==> src/rtl/branch_pc_unit.sv <==
// branch_pc_unit: branch resolution, architectural PC register, fetch redirect
// with a timed flush pulse, and misaligned control-flow target trap.
// Optional build macro BRANCH_STATS_EN adds saturating counters of
// taken / not-taken conditional branches plus a synchronous clear input.
module branch_pc_unit #(
    parameter int unsigned    n            = 32,
    parameter logic [n-1:0]   RESET_VEC    = 32'h0000_0000,
    parameter logic [n-1:0]   TRAP_VEC     = 32'h0000_0100,
    parameter int unsigned    FLUSH_CYCLES = 2
) (
    input  logic         clk,
    input  logic         rst_n,
    input  logic         stall,
    input  logic         is_branch,
    input  logic         is_jal,
    input  logic         is_jalr,
    input  logic [2:0]   funct3,
    input  logic         BrEq,
    input  logic         BrLT,
    output logic         BrUn,
    input  logic [n-1:0] target,
    input  logic         trap_ack,
    output logic [n-1:0] pc,
    output logic [n-1:0] pc_plus4,
    output logic         flush,
    output logic         misaligned
`ifdef BRANCH_STATS_EN
    ,
    output logic [31:0]  br_taken_cnt,
    output logic [31:0]  br_nottaken_cnt,
    input  logic         stats_clr
`endif
);

    typedef enum logic [1:0] {
        ST_RUN   = 2'b00,
        ST_FLUSH = 2'b01,
        ST_TRAP  = 2'b10
    } state_e;

    // Counter is loaded with FLUSH_CYCLES-1 so that flush spans FLUSH_CYCLES
    // non-stalled cycles including the redirect cycle itself.
    localparam logic [3:0]   FLUSH_LOAD = 4'(FLUSH_CYCLES - 1);
    localparam logic [n-1:0] PC_STEP    = {{(n-3){1'b0}}, 3'b100};

    state_e       state_q, state_d;
    logic [n-1:0] pc_q, pc_d;
    logic         flush_q, flush_d;
    logic         mis_q, mis_d;
    logic [3:0]   cnt_q, cnt_d;

    logic         br_taken_s;
    logic         taken_s;
    logic [n-1:0] eff_target_s;
    logic         target_misaligned_s;
    logic [n-1:0] pc_plus4_s;

    // Unsigned compare for BLTU/BGEU (and the unused 010/011 encodings).
    assign BrUn       = funct3[1];
    assign pc_plus4_s = pc_q + PC_STEP;
    assign pc_plus4   = pc_plus4_s;
    assign pc         = pc_q;
    assign flush      = flush_q;
    assign misaligned = mis_q;

    // Conditional-branch outcome from the comparator flags.
    always_comb begin
        br_taken_s = 1'b0;
        case (funct3)
            3'b000:          br_taken_s = BrEq;
            3'b001:          br_taken_s = ~BrEq;
            3'b100, 3'b110:  br_taken_s = BrLT;
            3'b101, 3'b111:  br_taken_s = ~BrLT;
            default:         br_taken_s = 1'b0;
        endcase
    end

    // Redirect decision and effective target; JAL wins over JALR over branch.
    always_comb begin
        taken_s      = 1'b0;
        eff_target_s = target;
        if (is_jal) begin
            taken_s      = 1'b1;
            eff_target_s = target;
        end else if (is_jalr) begin
            taken_s      = 1'b1;
            eff_target_s = {target[n-1:1], 1'b0};
        end else if (is_branch) begin
            taken_s      = br_taken_s;
            eff_target_s = target;
        end else begin
            taken_s      = 1'b0;
            eff_target_s = target;
        end
        target_misaligned_s = (eff_target_s[1:0] != 2'b00);
    end

    // Next-state logic for the RUN / FLUSH / TRAP controller and PC.
    always_comb begin
        state_d = state_q;
        pc_d    = pc_q;
        flush_d = flush_q;
        mis_d   = mis_q;
        cnt_d   = cnt_q;
        case (state_q)
            ST_RUN: begin
                if (stall) begin
                    pc_d = pc_q;
                end else if (taken_s) begin
                    if (target_misaligned_s) begin
                        mis_d   = 1'b1;
                        state_d = ST_TRAP;
                    end else begin
                        pc_d    = eff_target_s;
                        flush_d = 1'b1;
                        cnt_d   = FLUSH_LOAD;
                        state_d = ST_FLUSH;
                    end
                end else begin
                    pc_d = pc_plus4_s;
                end
            end
            ST_FLUSH: begin
                if (stall) begin
                    pc_d = pc_q;
                end else begin
                    pc_d = pc_plus4_s;
                    if (cnt_q == 4'd0) begin
                        flush_d = 1'b0;
                        state_d = ST_RUN;
                    end else begin
                        cnt_d = cnt_q - 4'd1;
                    end
                end
            end
            ST_TRAP: begin
                // Stall is deliberately ignored: only the handler ack moves us on.
                if (trap_ack) begin
                    pc_d    = TRAP_VEC;
                    mis_d   = 1'b0;
                    flush_d = 1'b1;
                    cnt_d   = FLUSH_LOAD;
                    state_d = ST_FLUSH;
                end else begin
                    pc_d = pc_q;
                end
            end
            default: begin
                state_d = ST_RUN;
                pc_d    = RESET_VEC;
                flush_d = 1'b0;
                mis_d   = 1'b0;
                cnt_d   = 4'd0;
            end
        endcase
    end

    // Controller state, PC and registered status outputs.
    always_ff @(posedge clk or negedge rst_n) begin
        if (!rst_n) begin
            state_q <= ST_RUN;
            pc_q    <= RESET_VEC;
            flush_q <= 1'b0;
            mis_q   <= 1'b0;
            cnt_q   <= 4'd0;
        end else begin
            state_q <= state_d;
            pc_q    <= pc_d;
            flush_q <= flush_d;
            mis_q   <= mis_d;
            cnt_q   <= cnt_d;
        end
    end

`ifdef BRANCH_STATS_EN
    logic [31:0] taken_cnt_q, taken_cnt_d;
    logic [31:0] nt_cnt_q, nt_cnt_d;
    logic        count_s;

    // Only resolved conditional branches count; jumps take precedence over is_branch.
    always_comb begin
        count_s     = (state_q == ST_RUN) && !stall && is_branch && !is_jal && !is_jalr;
        taken_cnt_d = taken_cnt_q;
        nt_cnt_d    = nt_cnt_q;
        if (stats_clr) begin
            taken_cnt_d = 32'd0;
            nt_cnt_d    = 32'd0;
        end else if (count_s) begin
            if (br_taken_s) begin
                taken_cnt_d = (taken_cnt_q == 32'hFFFF_FFFF) ? taken_cnt_q : taken_cnt_q + 32'd1;
            end else begin
                nt_cnt_d = (nt_cnt_q == 32'hFFFF_FFFF) ? nt_cnt_q : nt_cnt_q + 32'd1;
            end
        end else begin
            taken_cnt_d = taken_cnt_q;
        end
    end

    // Statistics counter registers.
    always_ff @(posedge clk or negedge rst_n) begin
        if (!rst_n) begin
            taken_cnt_q <= 32'd0;
            nt_cnt_q    <= 32'd0;
        end else begin
            taken_cnt_q <= taken_cnt_d;
            nt_cnt_q    <= nt_cnt_d;
        end
    end

    assign br_taken_cnt    = taken_cnt_q;
    assign br_nottaken_cnt = nt_cnt_q;
`endif

endmodule

==> config.mk <==
export PLATFORM = sky130hd
export DESIGN_NAME = branch_pc_unit
export DESIGN_NICKNAME = d
export VERILOG_FILES = /design/src/rtl/branch_pc_unit.sv
export SDC_FILE = /design/constraint.sdc
export NUM_CORES = 1
export LEC_CHECK = 0
export BUFFER_PORTS_ARGS = -buffer_cell sky130_fd_sc_hd__buf_2
export CAP_MARGIN = 5
export CORE_MARGIN = 4
export CORE_UTILIZATION = 35
export DETAILED_ROUTE_END_ITERATION = 7
export PLACE_DENSITY = 0.57
export SYNTH_ARGS = -nofsm -noshare
export SYNTH_HDL_FRONTEND = slang
export SYNTH_SLANG_ARGS = --single-unit
==> constraint.sdc <==
create_clock -name clk -period 4.9 [get_ports clk]
set_clock_uncertainty 0.15 [all_clocks]
set_input_delay 0.98 -clock clk [delete_from_list [all_inputs] [get_ports clk]]
set_output_delay 0.98 -clock clk [all_outputs]
set_load 0.02 [all_outputs]
## Word-level counts from Yosys, hierarchy flattened

Cells that the tools add are included.

- Register bits: 40
- Latch bits: 0
- RAM bits: 0
- ROM bits: 0
- Input bits: 44
- Memories kept: 0

- Add/subtract/negate cells: 2
- $mul: 0
- Div/mod/pow operators: 0
- $lt $le $gt $ge: 0
- Eq/ne operators: 16
- Shift operators: 0
- Muxes and demuxes: 38
- Bitwise operators: 3
- Reductions and logical operators: 11

Operator list:

| kind | count |
|---|---|
| $mux W32 | 5 |
| $pmux W32 S3 | 1 |
| $add A32 B3 Y32 const B | 1 |
| $mux W4 | 6 |
| $ne A2 B2 Y1 const B | 8 |
| $mux W1 | 15 |
| $eq A3 B3 Y1 const B | 4 |
| $mux W2 | 6 |
| $pmux W4 S3 | 1 |
| $reduce_and A6 Y1 | 2 |
| $reduce_and A5 Y1 | 2 |
| $pmux W1 S3 | 2 |
| $pmux W2 S3 | 1 |
| $logic_not A4 Y1 | 1 |
| $pmux W1 S4 | 1 |
| $reduce_and A4 Y1 | 1 |
| $reduce_or A2 Y1 | 2 |
| $sub A4 B1 Y4 const B | 1 |
| $eq A3 B1 Y1 const B | 1 |
| $logic_not A3 Y1 | 1 |
| $ne A3 B3 Y1 const B | 1 |
| $not A1 Y1 | 3 |
| $eq A2 B1 Y1 const B | 1 |
| $eq A2 B2 Y1 const B | 1 |
| other kinds (2) | 2 |

## Depth between registers and ports, before layout

- Word-level depth: 9
- Depth in mapped cells: 7
- Depth with buffers taken out: 7

## Worst setup path after synthesis

No wires, ideal clock.

- Kind: register to output
- Start: reg pc_q[3], in the netlist pc[3]
- End: out pc_plus4[30]
- Arrival: 1.874 ns
- Required time: 3.770 ns
- Slack: 1.896 ns
- Cell stages (with the launch flop): 7
- Buffers on the path: 0
- Cell sequence: dfrtp_1 ha_1 nand2_1 nor3_1 nand4_2 nor2_1 xor2_1

- Cells in the longest elaborated chain, start to end: 1

Ends and longest elaborated chain:

| what | line | RTL |
|---|---|---|
| from (decl) | 47 | `logic [n-1:0] pc_q, pc_d;` |
| from (signal assigned) | 168 | `pc_q <= pc_d;` |
| $add A32 B3 Y32 | 60 | `assign pc_plus4_s = pc_q + PC_STEP;` |
| to (decl) | 24 | `output logic [n-1:0] pc_plus4,` |

No other way between the ends.

## Final worst setup path

- Start: reg pc_q[2], in the netlist pc[2]
- End: out pc_plus4[16]

The elaborated chain is that of the path after synthesis.

==> reports/metrics.yaml <==
drt:
  drc_errors: 0
  vias: 2867
  antenna_left: 0
  vias_per_cell: 5.409
  wl_per_cell_um: 16.86
  first_pass_iters: 5
  drt-total-wl_um: 8937
  drt_iter0_markers: 133
setup_path:
  path_max_fanout: 6
  worstReg2RegStart: "state_q[0]$_DFFE_PN0P_"
  crit_family: "simple AND/OR/NAND/NOR gates"
  cp.required_ns: 3.77
  r2r_setup_slack_ns: 2.15
  crit_slowest_cell: "nor4_1"
  reg2reg_depth: 5
  cp-end-kind: "output pin"
  rr_endpoint: "pc[28]$_DFFE_PN0P_"
  crit_buf_inv: 1
  critPathMaxStageDelay_ns: 0.50
  path_class: "flip-flop to output pin"
  cp_cell_sequence: "ha_1 -> nand2_1 -> nor4_1 -> nand3_1 -> xnor2_1 -> buf_2"
  arrival_ns: 2.37
  worstSetupStartpointType: "flip-flop"
run:
  drv_cap: 0
power_and_ir_drop:
  ir_drop_v: 0.0002294
  cell_internal_pwr_uw: 975.1
  powerDensity_nw_per_um2: 584.8
  leakagePower_nw: 1.758
  pwr-share-seq: 0.350
  power.share.clock: 0.100
  p_sw_frac: 0.5319
  totalPowerFinal_mw: 2.083
  combPwrFrac: 0.550
  p_sw_mw: 1.108
global_route:
  grt_overflow: 0
  first_global_vias: 2699
  grt.total_usage: 0.1778
  grt_max_degree: 41
  antenna_found_initial: 0
  grt_pass1_wl_um: 14120
sta:
  fin_tns_setup_ns: 0
  maxSlewHeadroom: 0.2438
  period_minus_slack_ns: 3.499
  fmax_mhz: 285.8
  drv_slew: 0
  tightest_slew_ns: 1.134
  setup_viol: 0
  post-route-period-util: 0.7141
  hold_viol: 0
  rsz0062_at_grt: "no"
  fin_ws_ns: 1.401
logic_synthesis:
  syn-mean-instance-area_um2: 8.842
  yosysSeqAreaShare: 0.3441
  synth-edff-count: 0
  synth_largest_area_cell: "dfrtp_1"
  synth_top_area_frac: 0.3441
  synthCells: 329
  synth_ff_type: "dfrtp_1"
  syn_area_um2: 2909
  yosysWarnings: 0
  synth_fp_nets: 376
  ys_types: 63
  ys_ff_latch: 40
  yosys-top-cells-area: "dfrtp_1 34%, nand2_1 5.0%, xnor2_1 4.8%"
  postSynth.asyncResetShare: 1.000
clocking:
  clock_path_buffers: 2
  root_buffer: "clkbuf_8"
  clk_latency_ns: 0.30
  cts_resized: 0
  cts_tree: "built"
  h-tree-depth: 2
  path_clk_slew_ns: 0.07
  cts.sinks: 40
  cts_hold_buf: 0
  cts_setup_buffers: 0
  cts_made_buffers: 5
finish:
  drive_above_1_share: 0.3435
  antenna_cells: 0
  fin_area_um2: 3562
  multi_input_area_um2: 1743
  num-nets-final: 477
  fin_cells: 530
  fillers: 799
  area_growth_pct: 22.45
  ff_latch_area_um2: 1001
place:
  numPortBuffers: 110
  hpwl_um: 6631
  routabilityCongestion: 0.8001
  place_ws_ns: 1.638
  placedInstanceArea_um2: 3493
  dp.cells: 525
die:
  dieHeight_um: 99.17
  ios: 111
  rows: 32
  start_util: 0.3688
  fp.coreArea_um2: 7888
  die_x_um: 99.17
  dieArea_um2: 9834
worst_hold_path:
  whs_endpoint: "misaligned$_DFFE_PN0P_"
  hold_path_class: "flip-flop to flip-flop"
  hold_start: "misaligned$_DFFE_PN0P_"
  min_path_cells: 2
run_status:
  status: "finished, final reports clean"
worst max-delay path by stage:
stage                      start                 end  slack, ns  cells past startpoint
6_report       pc[2]$_DFFE_PN0P_        pc_plus4[16]       1.40                      6
5_1_grt        pc[2]$_DFFE_PN0P_        pc_plus4[16]       1.27                      6
4_1_cts        pc[2]$_DFFE_PN0P_        pc_plus4[20]       1.38                      6
3_5_place_dp           funct3[0]  pc[14]$_DFFE_PN0P_       1.64                      7
3_3_place_gp           funct3[0]   pc[7]$_DFFE_PN0P_       1.70                      7
2_1_floorplan  pc[3]$_DFFE_PN0P_        pc_plus4[30]       1.90                      6
cell usage in the layout, fill, tap and decap left out, types with 10 or more instances in the layout:
| cell | instances |
|---|---|
| xor2_1 | 12 |
| a21oi_1 | 11 |
| nand2_1 | 39 |
| nand3_1 | 11 |
| inv_1 | 15 |
| nor2_1 | 19 |
| xnor2_1 | 16 |
| dfrtp_1 | 40 |
| o21ai_0 | 25 |
| nor3_1 | 10 |
| buf_2 | 110 |
cell type report:
class | count | share of cell area
multi-input cells | 256 | 0.4893
repair buffers | 112 | 0.1588
flip-flops and latches | 40 | 0.2810
clock buffers | 5 | 0.01932
well taps | 102 | 0.03583
inverters | 15 | 0.01581
cell usage after synthesis (3+ instances only):
| master | number |
|---|---|
| o211ai_1 | 3 |
| dfrtp_1 | 40 |
| o21ai_1 | 4 |
| a22oi_1 | 7 |
| o21ai_0 | 25 |
| buf_4 | 7 |
| and3_1 | 6 |
| mux2i_1 | 4 |
| or3_1 | 4 |
| xnor2_1 | 16 |
| o311ai_0 | 3 |
| nor3b_1 | 3 |
| nor2_1 | 19 |
| a21boi_0 | 4 |
| inv_1 | 15 |
| buf_2 | 5 |
| nand3_1 | 11 |
| xor2_1 | 12 |
| nor3_1 | 10 |
| nand4_1 | 9 |
| clkbuf_1 | 3 |
| ha_1 | 3 |
| a21oi_1 | 11 |
| a222oi_1 | 3 |
| nand3_4 | 3 |
| nand2_1 | 39 |
| or2_2 | 6 |
tightest hold or removal path: stages (launching register included):
cell and delay, ns:
dfrtp_1 0.35, o21ai_0 0.08, o21ai_0 0.07
per-layer routing:
layer / GRT usage / up-vias / share of wire
met4: 0.04517 / 0 / 0.0097
li1: - / 1393 / -
met5: 0 / - / 0
met2: 0.2789 / 95 / 0.46
met1: 0.2468 / 1372 / 0.45
met3: 0.04278 / 7 / 0.077
logic make-up (layout without fill, tap and decap cells):
family                     count (synthesis)  count (layout)  synth area share
buffers and inverters                     33             132           0.05677
AOI/OAI and AO/OA                         88              88            0.2120
adders and majority gates                  3               3           0.01290
muxes                                      4               4           0.01376
DFF                                       40              40            0.3441
xor gates and xnor gates                  29              29           0.08989
and+or+nand+nor                          132             132            0.2705
power groups by stage:
stage | sequential [mW] | clock, mW | combinational (mW)
floorplan | 0.785 | 0 | 0.709
global placement | 0.724 | 0 | 1.15
detailed placement | 0.730 | 0 | 1.16
CTS | 0.725 | 0.215 | 1.16
global route | 0.759 | 0.230 | 1.25
finish | 0.728 | 0.209 | 1.15
metrics by stage:
stage               hold WS (ns)  utilization
floorplan                 0.3540            -
global placement          0.3642       0.4429
detailed placement        0.3712       0.4429
CTS                       0.3901       0.4516
global route              0.4292       0.4516
finish                    0.3877       0.4516
sequential cells by signal, summed over array words and instances (netlist names):
name        cells
flush           1
misaligned      1
state_q         2
cnt_q           4
pc             32
Note: power is estimated with default switching activity, not from simulation.
